$ cat src/rtl/uart_pkg.sv
// Shared constants, FSM encoding and config payload for the UART receive path.
package uart_pkg;

  localparam int unsigned OVS      = 16;
  localparam int unsigned MID_TICK = 7;
  localparam int unsigned TICK_W   = 4;

  localparam logic [1:0] PAR_NONE = 2'b00;
  localparam logic [1:0] PAR_ODD  = 2'b01;
  localparam logic [1:0] PAR_EVEN = 2'b10;

  localparam logic [1:0] BAUD_2400  = 2'b00;
  localparam logic [1:0] BAUD_4800  = 2'b01;
  localparam logic [1:0] BAUD_9600  = 2'b10;
  localparam logic [1:0] BAUD_19200 = 2'b11;

  typedef enum logic [2:0] {
    ST_IDLE   = 3'd0,
    ST_START  = 3'd1,
    ST_DATA   = 3'd2,
    ST_PARITY = 3'd3,
    ST_STOP   = 3'd4,
    ST_DONE   = 3'd5
  } rx_state_e;

  // Frame settings captured at start detection.
  typedef struct packed {
    logic       stop2;
    logic       len8;
    logic [1:0] parity;
    logic [1:0] baud;
  } rx_cfg_t;

  // Baud rate in Hz for a baud select code.
  function automatic int unsigned baud_hz(input logic [1:0] sel);
    int unsigned hz;
    hz = 9600;
    case (sel)
      BAUD_2400:  hz = 2400;
      BAUD_4800:  hz = 4800;
      BAUD_9600:  hz = 9600;
      BAUD_19200: hz = 19200;
    endcase
    return hz;
  endfunction

  // A parity bit is present only for the odd and even codes.
  function automatic logic parity_on(input logic [1:0] p);
    return (p == PAR_ODD) || (p == PAR_EVEN);
  endfunction

endpackage

$ cat src/rtl/uart_rx_unit_if.sv
// Serial line, frame configuration and receive results of the UART receiver.
interface uart_rx_unit_if;
  logic       data_tx;
  logic       stop_bits;
  logic       data_length;
  logic [1:0] parity_type;
  logic [1:0] baud_rate;
  logic [7:0] data_out;
  logic       rx_active;
  logic       rx_done;
  logic       parity_error;
  logic       stop_error;

  modport master (
    output data_tx, stop_bits, data_length, parity_type, baud_rate,
    input  data_out, rx_active, rx_done, parity_error, stop_error
  );

  modport slave (
    input  data_tx, stop_bits, data_length, parity_type, baud_rate,
    output data_out, rx_active, rx_done, parity_error, stop_error
  );
endinterface

$ cat src/rtl/rx_tick_gen.sv
// 16x oversampling tick generator; phase is realigned by clear on start detection.
module rx_tick_gen #(
  parameter int unsigned CLK_FREQ = 50_000_000
) (
  input  logic       clock,
  input  logic       rst,
  input  logic [1:0] baud_rate,
  input  logic       clear,
  output logic       tick
);
  import uart_pkg::*;

  localparam int unsigned CNT_W     = 16;
  localparam int unsigned DIV_2400  = CLK_FREQ / (OVS * baud_hz(BAUD_2400));
  localparam int unsigned DIV_4800  = CLK_FREQ / (OVS * baud_hz(BAUD_4800));
  localparam int unsigned DIV_9600  = CLK_FREQ / (OVS * baud_hz(BAUD_9600));
  localparam int unsigned DIV_19200 = CLK_FREQ / (OVS * baud_hz(BAUD_19200));

  logic [CNT_W-1:0] div_last_c;
  logic [CNT_W-1:0] cnt_q;

  // Terminal count for the selected baud rate.
  always_comb begin
    div_last_c = CNT_W'(DIV_9600 - 1);
    case (baud_rate)
      BAUD_2400:  div_last_c = CNT_W'(DIV_2400 - 1);
      BAUD_4800:  div_last_c = CNT_W'(DIV_4800 - 1);
      BAUD_9600:  div_last_c = CNT_W'(DIV_9600 - 1);
      BAUD_19200: div_last_c = CNT_W'(DIV_19200 - 1);
    endcase
  end

  // Divider counter; tick is a registered one-cycle pulse per wrap.
  always_ff @(posedge clock or negedge rst) begin
    if (!rst) begin
      cnt_q <= '0;
      tick  <= 1'b0;
    end else if (clear) begin
      cnt_q <= '0;
      tick  <= 1'b0;
    end else if (cnt_q == div_last_c) begin
      cnt_q <= '0;
      tick  <= 1'b1;
    end else begin
      cnt_q <= cnt_q + CNT_W'(1);
      tick  <= 1'b0;
    end
  end

endmodule

$ cat src/rtl/uart_rx_unit.sv
// UART receiver: start detect, mid-bit sampling of data/parity/stop, registered results.
module uart_rx_unit #(
  parameter int unsigned CLK_FREQ = 50_000_000
) (
  input  logic           clock,
  input  logic           rst,
  uart_rx_unit_if.slave  bus
);
  import uart_pkg::*;

  logic [1:0]        sync_q;
  logic              rxs;
  logic              rxs_d;
  logic              tick;
  logic              start_c;
  logic              mid_c;
  logic              bit_end_c;
  logic [2:0]        last_bit_c;

  rx_state_e         state, state_n;
  logic [TICK_W-1:0] tick_cnt, tick_cnt_n;
  logic [2:0]        bit_cnt, bit_cnt_n;
  logic              stop_cnt, stop_cnt_n;
  logic [7:0]        shift_q, shift_n;
  logic              par_err_q, par_err_n;
  logic              stop_err_q, stop_err_n;
  rx_cfg_t           cfg_q, cfg_n;
  logic [7:0]        data_out_q, data_out_n;
  logic              par_out_q, par_out_n;
  logic              stop_out_q, stop_out_n;
  logic              rx_done_q, rx_done_n;
  logic              rx_active_q, rx_active_n;

  // Two-flop synchronizer plus one delay stage for falling-edge detection.
  always_ff @(posedge clock or negedge rst) begin
    if (!rst) begin
      sync_q <= 2'b11;
      rxs_d  <= 1'b1;
    end else begin
      sync_q <= {sync_q[0], bus.data_tx};
      rxs_d  <= sync_q[1];
    end
  end

  assign rxs        = sync_q[1];
  assign start_c    = (state == ST_IDLE) && rxs_d && !rxs;
  assign mid_c      = tick && (tick_cnt == TICK_W'(MID_TICK));
  assign bit_end_c  = tick && (tick_cnt == TICK_W'(OVS - 1));
  assign last_bit_c = cfg_q.len8 ? 3'd7 : 3'd6;

  rx_tick_gen #(
    .CLK_FREQ (CLK_FREQ)
  ) u_tick_gen (
    .clock     (clock),
    .rst       (rst),
    .baud_rate (cfg_q.baud),
    .clear     (start_c),
    .tick      (tick)
  );

  // State and datapath registers.
  always_ff @(posedge clock or negedge rst) begin
    if (!rst) begin
      state       <= ST_IDLE;
      tick_cnt    <= '0;
      bit_cnt     <= '0;
      stop_cnt    <= 1'b0;
      shift_q     <= '0;
      par_err_q   <= 1'b0;
      stop_err_q  <= 1'b0;
      cfg_q       <= '0;
      data_out_q  <= '0;
      par_out_q   <= 1'b0;
      stop_out_q  <= 1'b0;
      rx_done_q   <= 1'b0;
      rx_active_q <= 1'b0;
    end else begin
      state       <= state_n;
      tick_cnt    <= tick_cnt_n;
      bit_cnt     <= bit_cnt_n;
      stop_cnt    <= stop_cnt_n;
      shift_q     <= shift_n;
      par_err_q   <= par_err_n;
      stop_err_q  <= stop_err_n;
      cfg_q       <= cfg_n;
      data_out_q  <= data_out_n;
      par_out_q   <= par_out_n;
      stop_out_q  <= stop_out_n;
      rx_done_q   <= rx_done_n;
      rx_active_q <= rx_active_n;
    end
  end

  // Next-state and next-datapath logic for the frame FSM.
  always_comb begin
    state_n     = state;
    tick_cnt_n  = tick_cnt;
    bit_cnt_n   = bit_cnt;
    stop_cnt_n  = stop_cnt;
    shift_n     = shift_q;
    par_err_n   = par_err_q;
    stop_err_n  = stop_err_q;
    cfg_n       = cfg_q;
    data_out_n  = data_out_q;
    par_out_n   = par_out_q;
    stop_out_n  = stop_out_q;
    rx_done_n   = 1'b0;
    rx_active_n = rx_active_q;

    case (state)
      ST_IDLE: begin
        if (start_c) begin
          state_n     = ST_START;
          tick_cnt_n  = '0;
          bit_cnt_n   = '0;
          stop_cnt_n  = 1'b0;
          shift_n     = '0;
          par_err_n   = 1'b0;
          stop_err_n  = 1'b0;
          cfg_n       = '{stop2:  bus.stop_bits,
                          len8:   bus.data_length,
                          parity: bus.parity_type,
                          baud:   bus.baud_rate};
          rx_active_n = 1'b1;
        end
      end

      ST_START: begin
        if (mid_c) begin
          tick_cnt_n = '0;
          if (rxs) begin
            state_n     = ST_IDLE;
            rx_active_n = 1'b0;
          end else begin
            state_n = ST_DATA;
          end
        end else if (tick) begin
          tick_cnt_n = tick_cnt + TICK_W'(1);
        end
      end

      ST_DATA: begin
        if (bit_end_c) begin
          tick_cnt_n = '0;
          shift_n    = {rxs, shift_q[7:1]};
          bit_cnt_n  = bit_cnt + 3'd1;
          if (bit_cnt == last_bit_c) begin
            state_n = parity_on(cfg_q.parity) ? ST_PARITY : ST_STOP;
          end
        end else if (tick) begin
          tick_cnt_n = tick_cnt + TICK_W'(1);
        end
      end

      ST_PARITY: begin
        if (bit_end_c) begin
          tick_cnt_n = '0;
          par_err_n  = ((^shift_q) ^ rxs) != (cfg_q.parity == PAR_ODD);
          state_n    = ST_STOP;
        end else if (tick) begin
          tick_cnt_n = tick_cnt + TICK_W'(1);
        end
      end

      ST_STOP: begin
        if (bit_end_c) begin
          tick_cnt_n = '0;
          if (!rxs) begin
            stop_err_n = 1'b1;
          end
          if (cfg_q.stop2 && !stop_cnt) begin
            stop_cnt_n = 1'b1;
          end else begin
            state_n = ST_DONE;
          end
        end else if (tick) begin
          tick_cnt_n = tick_cnt + TICK_W'(1);
        end
      end

      ST_DONE: begin
        data_out_n  = cfg_q.len8 ? shift_q : {1'b0, shift_q[7:1]};
        par_out_n   = par_err_q;
        stop_out_n  = stop_err_q;
        rx_done_n   = 1'b1;
        rx_active_n = 1'b0;
        state_n     = ST_IDLE;
      end

      default: begin
        state_n     = ST_IDLE;
        rx_active_n = 1'b0;
      end
    endcase
  end

  assign bus.data_out     = data_out_q;
  assign bus.parity_error = par_out_q;
  assign bus.stop_error   = stop_out_q;
  assign bus.rx_done      = rx_done_q;
  assign bus.rx_active    = rx_active_q;

endmodule

$ cat src/flat_wrapper.sv
// flat-port wrapper written by rule: the top's interface ports become plain ports
module uart_rx_unit_flat import uart_pkg::*;
#(
  parameter int unsigned CLK_FREQ = 50_000_000
)
  (clock, rst, bus_data_tx, bus_stop_bits, bus_data_length, bus_parity_type, bus_baud_rate, bus_data_out, bus_rx_active, bus_rx_done, bus_parity_error, bus_stop_error);
  uart_rx_unit_if bus_i ();
  input  logic clock;
  input  logic rst;
  input wire logic [$bits(bus_i.data_tx)-1:0] bus_data_tx;
  input wire logic [$bits(bus_i.stop_bits)-1:0] bus_stop_bits;
  input wire logic [$bits(bus_i.data_length)-1:0] bus_data_length;
  input wire logic [$bits(bus_i.parity_type)-1:0] bus_parity_type;
  input wire logic [$bits(bus_i.baud_rate)-1:0] bus_baud_rate;
  output wire logic [$bits(bus_i.data_out)-1:0] bus_data_out;
  output wire logic [$bits(bus_i.rx_active)-1:0] bus_rx_active;
  output wire logic [$bits(bus_i.rx_done)-1:0] bus_rx_done;
  output wire logic [$bits(bus_i.parity_error)-1:0] bus_parity_error;
  output wire logic [$bits(bus_i.stop_error)-1:0] bus_stop_error;
  assign bus_i.data_tx = bus_data_tx;
  assign bus_i.stop_bits = bus_stop_bits;
  assign bus_i.data_length = bus_data_length;
  assign bus_i.parity_type = bus_parity_type;
  assign bus_i.baud_rate = bus_baud_rate;
  assign bus_data_out = bus_i.data_out;
  assign bus_rx_active = bus_i.rx_active;
  assign bus_rx_done = bus_i.rx_done;
  assign bus_parity_error = bus_i.parity_error;
  assign bus_stop_error = bus_i.stop_error;
  uart_rx_unit #(.CLK_FREQ(CLK_FREQ)) u_core (.clock(clock), .rst(rst), .bus(bus_i));
endmodule
$ cat config.mk
export PLATFORM = sky130hd
export DESIGN_NAME = uart_rx_unit_flat
export DESIGN_NICKNAME = d
export VERILOG_FILES = /design/src/rtl/uart_pkg.sv /design/src/rtl/uart_rx_unit_if.sv /design/src/rtl/rx_tick_gen.sv /design/src/rtl/uart_rx_unit.sv /design/src/flat_wrapper.sv
export SDC_FILE = /design/constraint.sdc
export NUM_CORES = 1
export LEC_CHECK = 0
export BUFFER_PORTS_ARGS = -buffer_cell sky130_fd_sc_hd__buf_2
export CAP_MARGIN = 20
export CORE_ASPECT_RATIO = 0.9
export CORE_MARGIN = 2
export CORE_UTILIZATION = 45
export CTS_CLUSTER_DIAMETER = 200
export DETAILED_ROUTE_END_ITERATION = 7
export PLACE_DENSITY = 0.69
export SLEW_MARGIN = 20
export SYNTH_ARGS = -nofsm -noshare
export SYNTH_HDL_FRONTEND = slang
export SYNTH_SLANG_ARGS = --single-unit
$ cat constraint.sdc
create_clock -name clock -period 4.15 [get_ports clock]
set_clock_uncertainty 0.05 [all_clocks]
set_input_delay 0 -clock clock [delete_from_list [all_inputs] [get_ports clock]]
set_output_delay 0 -clock clock [all_outputs]
set_load 0.1 [all_outputs]
# Word-level counts from Yosys, hierarchy flattened
# Index checks and enable logic that the tools add are counted.
# word_totals
reg_bits	59
in_bits	9
output_inout_bits	12
word_cells	116
# classes
n_mux	42
reduce_logical	24
bitwise	2
add_sub_neg	3
eq_ne	25
# op_table
op	n
$pmux W16 S4	1
$mux W16	2
$mux W3	10
$mux W8	3
$add A16 B1 Y16 const B	1
$eq A16 B16 Y1	1
$mux W4	4
$ne A2 B1 Y1 const B	8
$pmux W8 S2	1
$pmux W3 S5	1
$mux W1	13
$pmux W4 S3	1
$reduce_and A4 Y1	3
$reduce_xor A8 Y1	1
$reduce_and A7 Y1	1
$eq A2 B2 Y1 const B	3
$eq A3 B2 Y1 const B	2
$eq A3 B3 Y1 const B	2
$pmux W1 S2	3
$pmux W3 S2	1
$reduce_and A3 Y1	2
$reduce_bool A2 Y1	3
$logic_and A1 B1 Y1	5
$add A4 B1 Y4 const B	1
other kinds (19)	23

# Longest topological paths before layout
# Gate-level depths: netlist of the first run.
# logic_depth
word_depth	6
mapped_depth	8

# By module
# From an unflattened synthesis of the first run, not the netlist that was laid out.
# hier_totals
hier_cells	330
hier_area_um2	3111.7
# modules_own_cells
mod	area_per_inst_um2	instances	cells_per_inst	seq_area_each_um2
uart_rx_unit	2134.5	1	226	1054.8
rx_tick_gen	977.2	1	104	425.4

# Worst setup path after synthesis of the first run
# OpenSTA, ideal clock, no wires.
# synth_timing
path_kind	register -> register
start	reg u_core.cfg_q[0] in the netlist's numbering
end	reg u_core.u_tick_gen.cnt_q[10]
n_path_buf	1
t_required_ps	3981
setup_ps	119
stages_incl_launch_ff	9
t_arrival_ps	1975
slack_ps	2006
cell_sequence	dfrtp_1 -> inv_1 -> ha_1 -> or4_4 -> a2111oi_2 -> nand4_1 -> o21ai_2 -> buf_6 -> nor2_2
# synth_via
elab_chain_cells	5
elab_cells_between_ends	8
# synth_rtl
element	line_no	text
start, declared	uart_rx_unit.sv:27	rx_cfg_t cfg_q, cfg_n;
start signal, assigned	uart_rx_unit.sv:85	cfg_q <= cfg_n;
$eq A2 B2 Y1, or another cell as far along	rx_tick_gen.sv:25	case (baud_rate)
$pmux W16 S4 (*)	rx_tick_gen.sv:25	
$eq A16 B16 Y1 (*)	rx_tick_gen.sv:41	end else if (cnt_q == div_last_c) begin
$mux W16 (*)	rx_tick_gen.sv:41	
$mux W16 (*)	rx_tick_gen.sv:38	end else if (clear) begin
end signal, assigned	rx_tick_gen.sv:45	cnt_q <= cnt_q + CNT_W'(1);
end, declared	rx_tick_gen.sv:20	logic [CNT_W-1:0] cnt_q;
# Every way passes the cells marked *; elsewhere a longest branch is shown, timed or not. The select of a mux whose other input is x is not followed.
# A chain may end at the register's enable or synchronous reset.

# Worst setup path in the final report of the first run
# layout_timing
start	reg u_core.cfg_q[0] in the netlist's numbering
end	reg u_core.u_tick_gen.cnt_q[3]
# Same word-level chain as after synthesis.

==> metrics, run 1 <==
synthesis-to-layout area growth 15.0%; Nets 352; peak supply drop approximately 0.23 mV; static leakage 1.60 nW; Hold Crit Depth 2; reg2reg start u_core.cfg_q[0]; Routed Antenna Nets 0; PwrDens 573 nW/um^2; Worst path max stage delay 0.48 ns; Post-DP Area ~3200 sq um; Slew @ Worst Pin 0.765 ns; warning count from the yosys run 0; drt total wl 5480 um; Critical Path RT around 4.3 ns; Die Ht 81.8 um; vias per cell between 5 and 6; Async SR Flop Fraction 100%; Setup WS pre-CTS between 1 and 1.5 ns; Synth Instances between 300 and 400; final worst-path setup slack between 1.5 and 2 ns; First DRT Iteration DRCs 94; crit path DAT 2.59 ns; Worst Hold End u_core.sync_q[0]; HP Class input port to flip-flop; CP Cell Sequence inv_1 -> ha_1 -> or4_4 -> a2111oi_2 -> nand4_1 -> o21ai_2 -> nor2_1; status complete, no violations; Fin Hold WS 0.249 ns; Post-Layout Inst Area 3480 sq um; Synth Net Count 325; port buffer count 20; H-tree depth 3; TritonCTS buffer count 9; Starting Density a little under half; MaxCap Viol Count 0; min Tclk post-route 2.44 ns; hold_sp bus_data_tx; Synth top area share a little under half; row count 28; worst-path fanout max 12; TritonCTS clock tree done; wire per inst 12.8 um; final period utilization 58.7%; Post-synth EDFFs 0; clk buf depth 2; Rel. slew slack approximately half; insertion delay to the later sink of the worst-skew pair 0.34 ns; first-pass GRT wire length 9510 um; Resized cells post-CTS 0; buffer count from post-CTS setup fixing 0; total track usage 16.9%; setup tns final 0 ns; first-pass detailed-route iteration total 4; most area-consuming cells after synthesis dfrtp_1 (46%), xnor2_1 (5.8%), ha_1 (4.1%); RSZ-0062 raised after global routing false; critical path endpoint category flip-flop; CTS sink cnt 59; # IOs 21; r2r setup slk 1.71 ns; share of layout cells above drive strength 1 16.9%; die width roughly 90 um; Top FF cell, synth dfrtp_1; Crit Path Class flip-flop to flip-flop; clock slew at reported path FFs 0.07 ns; detailed placement HPWL 3630 um; crit path launch type flip-flop; synth cell count leaders dfrtp_1 (56), nand2_1 (31), nor2_1 (22), nand3_1 (21), xnor2_1 (20); Seq/Total Area, Yosys 48.9%; total grt overflow 0; number of diodes 0; Mapped Area between 3000 and 4000 sq um; initial antenna violation count 0; Slew Limit Fails 0; final setup fails 0; Via Count roughly 2100; Syn Area/Cell 9.89 sq um; final hold violations 0; largest area contributor in the netlist dfrtp_1; vias in the first global route slightly below 2000; Die ar. 7400 sq um; Max Freq 410 MHz; most numerous cell in the Yosys netlist dfrtp_1; post-synthesis cell type count 46; drt drc 0; worst r2r path cells 7; largest net degree at the start of global routing 60; Synth Register Bits 59; GP Congestion 0.866; Critical-path top delay cell or4_4; core box area 6550 sq um; Root Buffer clkbuf_8; FF-to-FF End u_core.u_tick_gen.cnt_q[3]
## worst max-delay path by stage
stage	startpoint	endpoint	slack (ns)	cells after the start
after floorplan	u_core.cfg_q[0]	u_core.u_tick_gen.cnt_q[10]	2.01	8
after CTS	u_core.state[0]	u_core.bit_cnt[2]	1.43	5
after global routing	u_core.cfg_q[0]	u_core.u_tick_gen.cnt_q[3]	1.53	7
after global placement	u_core.state[0]	u_core.bit_cnt[2]	1.50	5
after detailed placement	u_core.state[1]	u_core.bit_cnt[2]	1.45	5
final	u_core.cfg_q[0]	u_core.u_tick_gen.cnt_q[3]	1.71	7
## per-layer routing
layer / wire length [um] / vias up / global-route usage, % / part of all wire (%)
met4: 99 / 0 / 6.92 / 1.8
met1: 2750 / 997 / 23.4 / 50
met5: 0 / - / 0 / 0
met2: 2350 / 37 / 23.8 / 43
met3: 278 / 11 / 6.61 / 5.1
li1: - / 1097 / - / -
## critical path, delay by kind of cell (launching register included)
kind,cells,cell delay (ns)
and+or+nand+nor,3,0.80
AOI/OAI and AO/OA,2,0.70
DFF,1,0.40
adders and majority gates,1,0.23
buffers and inverters,1,0.11
## layout make-up
type	count	area, sq um
flip-flops and latches	59	1480
multi-input cells	215	1410
well taps	90	113
clock inverters	4	47.5
repair buffers	30	195
inverters	18	67.6
fillers	603	3070
clock buffers	12	165
## state kept, by name (all words and copies together), names as in the netlist
signal,cells
u_core.stop_cnt,1
u_core.stop_err_q,1
u_core.u_tick_gen.cnt_q,16
u_core.rxs_d,1
u_core.bus.parity_error,1
u_core.bus.data_out,8
u_core.tick_cnt,4
u_core.shift_q,8
u_core.sync_q,2
u_core.bus.rx_active,1
u_core.bit_cnt,3
u_core.par_err_q,1
u_core.bus.rx_done,1
u_core.u_tick_gen.tick,1
u_core.cfg_q,6
u_core.bus.stop_error,1
u_core.state,3
## metrics by stage
step,power (W),utilization [%],std cells
after floorplan,0.00133,-,306
after global placement,0.00145,48.6,404
after detailed placement,0.00146,48.6,404
after CTS,0.00202,53.0,428
after global routing,0.00214,53.1,428
final,0.00200,53.1,428
## layout by cell type (no fill, tap or decap), drive strengths merged, types with 2 or more instances in the layout
cell / count
nand2: 31
nand3: 21
o21ai: 26
and3: 2
nand4: 5
ha: 10
dlygate4sd3: 8
a31oi: 2
mux2i: 9
and4: 2
inv: 18
mux2: 4
dfstp: 3
or4: 3
dfrtp: 56
buf: 22
nor2b: 2
and4b: 2
or2: 2
nor4b: 2
nor3: 6
nor2: 33
a21oi: 5
xnor2: 20
clkinv: 2
clkbuf: 12
xor2: 12
## repair_timing
action                                 CTS  global route
setup endpoints to repair                0             0
hold buffers                             8             0
endpoints found under the hold margin   63             0
## where the power goes
group	leakage, nW	switching [W]	internal, W
logic	0.699	0.000385	0.000262
registers	0.788	0.000138	0.000665
clock network	0.108	0.000221	0.000324
## logic make-up after synthesis
logic type / after synthesis / synth area share [%]
flops: 59 / 48.9
buf+inv: 32 / 4.63
simple gates: 115 / 19.3
compound gates: 45 / 9.34
fa+ha+maj: 10 / 4.13
xor+xnor: 32 / 9.26
mux: 13 / 4.46
No activity file was read; power rests on OpenSTA's default activity.
==> run 2, diff against run 1 <==
PLACE_DENSITY = 0.72   (was 0.69)
clock period = 1.97 ns   (was 4.15 ns; I/O delays follow)
==> metrics, run 2 (synthesis gave the netlist of run 1 again) <==
Worst path max stage delay 0.50 ns (+0.02 ns); MaxCap Viol Count 0 (unchanged); Die Ht 81.8 um (unchanged); final hold violations 0 (unchanged); # IOs 21 (unchanged); insertion delay to the later sink of the worst-skew pair 0.35 ns (about the same); Rel. slew slack 59.8% (+11 points); FF-to-FF End u_core.u_tick_gen.cnt_q[3]; Routed Antenna Nets 0 (unchanged); Sw Share 36.6% (-0.70 points); number of diodes 0 (unchanged); detailed placement HPWL 4450 um (+23%); most common cell after layout, fill and taps aside dfrtp_1; port buffer count 20 (unchanged); clk buf depth 2 (unchanged); r2r setup slk -0.19 ns (-1.90 ns); M1 WL 3150 um (+14%); synthesis-to-layout area growth 27.4%; initial antenna violation count 0 (unchanged); HP Class input port to async pin; total grt overflow 0 (unchanged); Multi-input gate area 1480 sq um (+5.0%); clock slew at reported path FFs 0.07 ns (about the same); wire per inst 13.9 um (+8.3%); Buf/Inv on CP 2 (+1); most frequent cells in the layout dfrtp_1 (56), buf_4 (34), nand2_1 (31); core box area 6550 sq um (unchanged); Max Freq 463 MHz (+13%); First DRT Iteration DRCs 180 (+91%); clock share of power 26.1% (-1.2 points); Reg area 1480 sq um (unchanged); failing checks setup timing; Biggest register u_core.u_tick_gen.cnt_q; H-tree depth 3 (unchanged); TritonCTS buffer count 9 (unchanged); RSZ-0062 raised after global routing true; Post-DP Area 3490 sq um (+9.7%); TritonCTS clock tree done; critical path endpoint category flip-flop; CP endpoint u_core.u_tick_gen.cnt_q[3]; Fin Hold WS 0.139 ns (-0.110 ns); vias in the first global route 2234 (+14%); PwrDens 1260 nW/um^2 (+120%); share of layout cells above drive strength 1 27.1% (+10 points); Setup crit start u_core.cfg_q[0]; critical path depth 8 (+1); final setup fails 14 (+14); Post-Layout Inst Area 3860 sq um (+11%); status complete, but fails checks; largest net degree at the start of global routing 35 (-42%); Starting Density 46.2% (unchanged); worst r2r path cells 8 (+1); CP Cell Sequence inv_2 -> ha_4 -> or4_4 -> a2111oi_4 -> nand4_1 -> o21ai_2 -> buf_12 -> nor2_1; Slew @ Worst Pin 0.602 ns (-0.163 ns); NetSw 0.00178 W (+140%); Die ar. 7400 sq um (unchanged); drt drc 0 (unchanged); max reg flops 16 (unchanged); first-pass detailed-route iteration total 4 (unchanged); post-route insts no fill 463 (+8.2%); sequential power share 32.8% (-7.4 points); total track usage 18.8% (+1.8 points); first-pass GRT wire length 10600 um (+12%); fin util 58.9% (+5.7 points); total power 0.00485 W (+140%); vias per cell 5.04 (+0.68%); combinational share of power 41.1% (+8.7 points); final period utilization 110% (+51 points); reg2reg start u_core.cfg_q[0]; static leakage 1.78 nW (+12%); fillcell total 543 (-10%); Crit Path Class flip-flop to flip-flop; Critical-path top delay cell or4_4; Nets 387 (+9.9%); drt total wl 6420 um (+17%); DP Cell Count 438 (+8.4%); Critical Path RT 2.16 ns (-2.14 ns); final worst-path setup slack -0.190 ns (-1.90 ns); Via Count 2333 (+8.9%); Slew Limit Fails 0 (unchanged); row count 28 (unchanged); CTS sink cnt 59 (unchanged); crit path launch type flip-flop; Internal 0.00308 W (+150%); peak supply drop 0.490 mV (+110%); metal2 WL 2920 um (+25%); worst-path fanout max 11 (-1); Top delay family on crit path simple AND/OR/NAND/NOR gates; crit path DAT 2.35 ns (-0.24 ns); GP Congestion 0.898 (+3.7%); Root Buffer clkbuf_8; die width 90.4 um (unchanged); highest routed layer met4; WL met3 235 um (-15%); min Tclk post-route 2.16 ns (-0.278 ns)
==> run 2: layout make-up <==
class                           instances  area share [%]
Clock inverter                          4            1.88
Timing Repair Buffer                   65            12.6
Tap cell                               90            2.92
Sequential cell                        59            38.4
Inverter                               18            1.75
Clock buffer                           12            4.02
Multi-Input combinational cell        215            38.4
==> run 2: power groups by stage <==
stage                     Combinational (W)  Sequential (W)  Clock (W)
after floorplan                     0.00114         0.00173          0
after CTS                           0.00191         0.00159    0.00128
final                               0.00199         0.00159    0.00127
after detailed placement            0.00187         0.00161          0
after global placement              0.00183         0.00160          0
after global routing                0.00218         0.00162    0.00134
==> run 2: per-stage QoR <==
step	setup WS [ns]	TNS, ns
6_report	-0.190	-2.21
2_1_floorplan	-0.0538	-0.529
5_1_grt	-0.272	-3.25
4_1_cts	-0.135	-1.48
3_3_place_gp	-0.0435	-0.412
3_5_place_dp	-0.120	-1.35
==> run 2: worst min-delay path by stage <==
stage               from  cells after the start                endpoint  slack, ns
floorplan            rst                      0       u_core.bit_cnt[0]      -0.35
global route         rst                      2  u_core.bus.data_out[0]       0.19
global placement     rst                      1  u_core.bus.data_out[2]     -0.001
detailed placement   rst                      1  u_core.bus.data_out[2]      0.002
finish               rst                      2  u_core.bus.data_out[2]       0.14
CTS                  rst                      2       u_core.stop_err_q       0.16
==> run 2: timing repair <==
item,CTS,global route
setup endpoints to repair,13,24
gates resized for setup,1,9
endpoints found under the hold margin,32,0
pin swaps,2,5
hold buffers,8,0
setup buffers,1,1
==> run 2: per-layer routing <==
metal	GRT usage, %	vias up
met1	25.8	1119
met3	6.15	7
met4	6.00	0
met5	0	-
met2	28.3	42
li1	-	1165
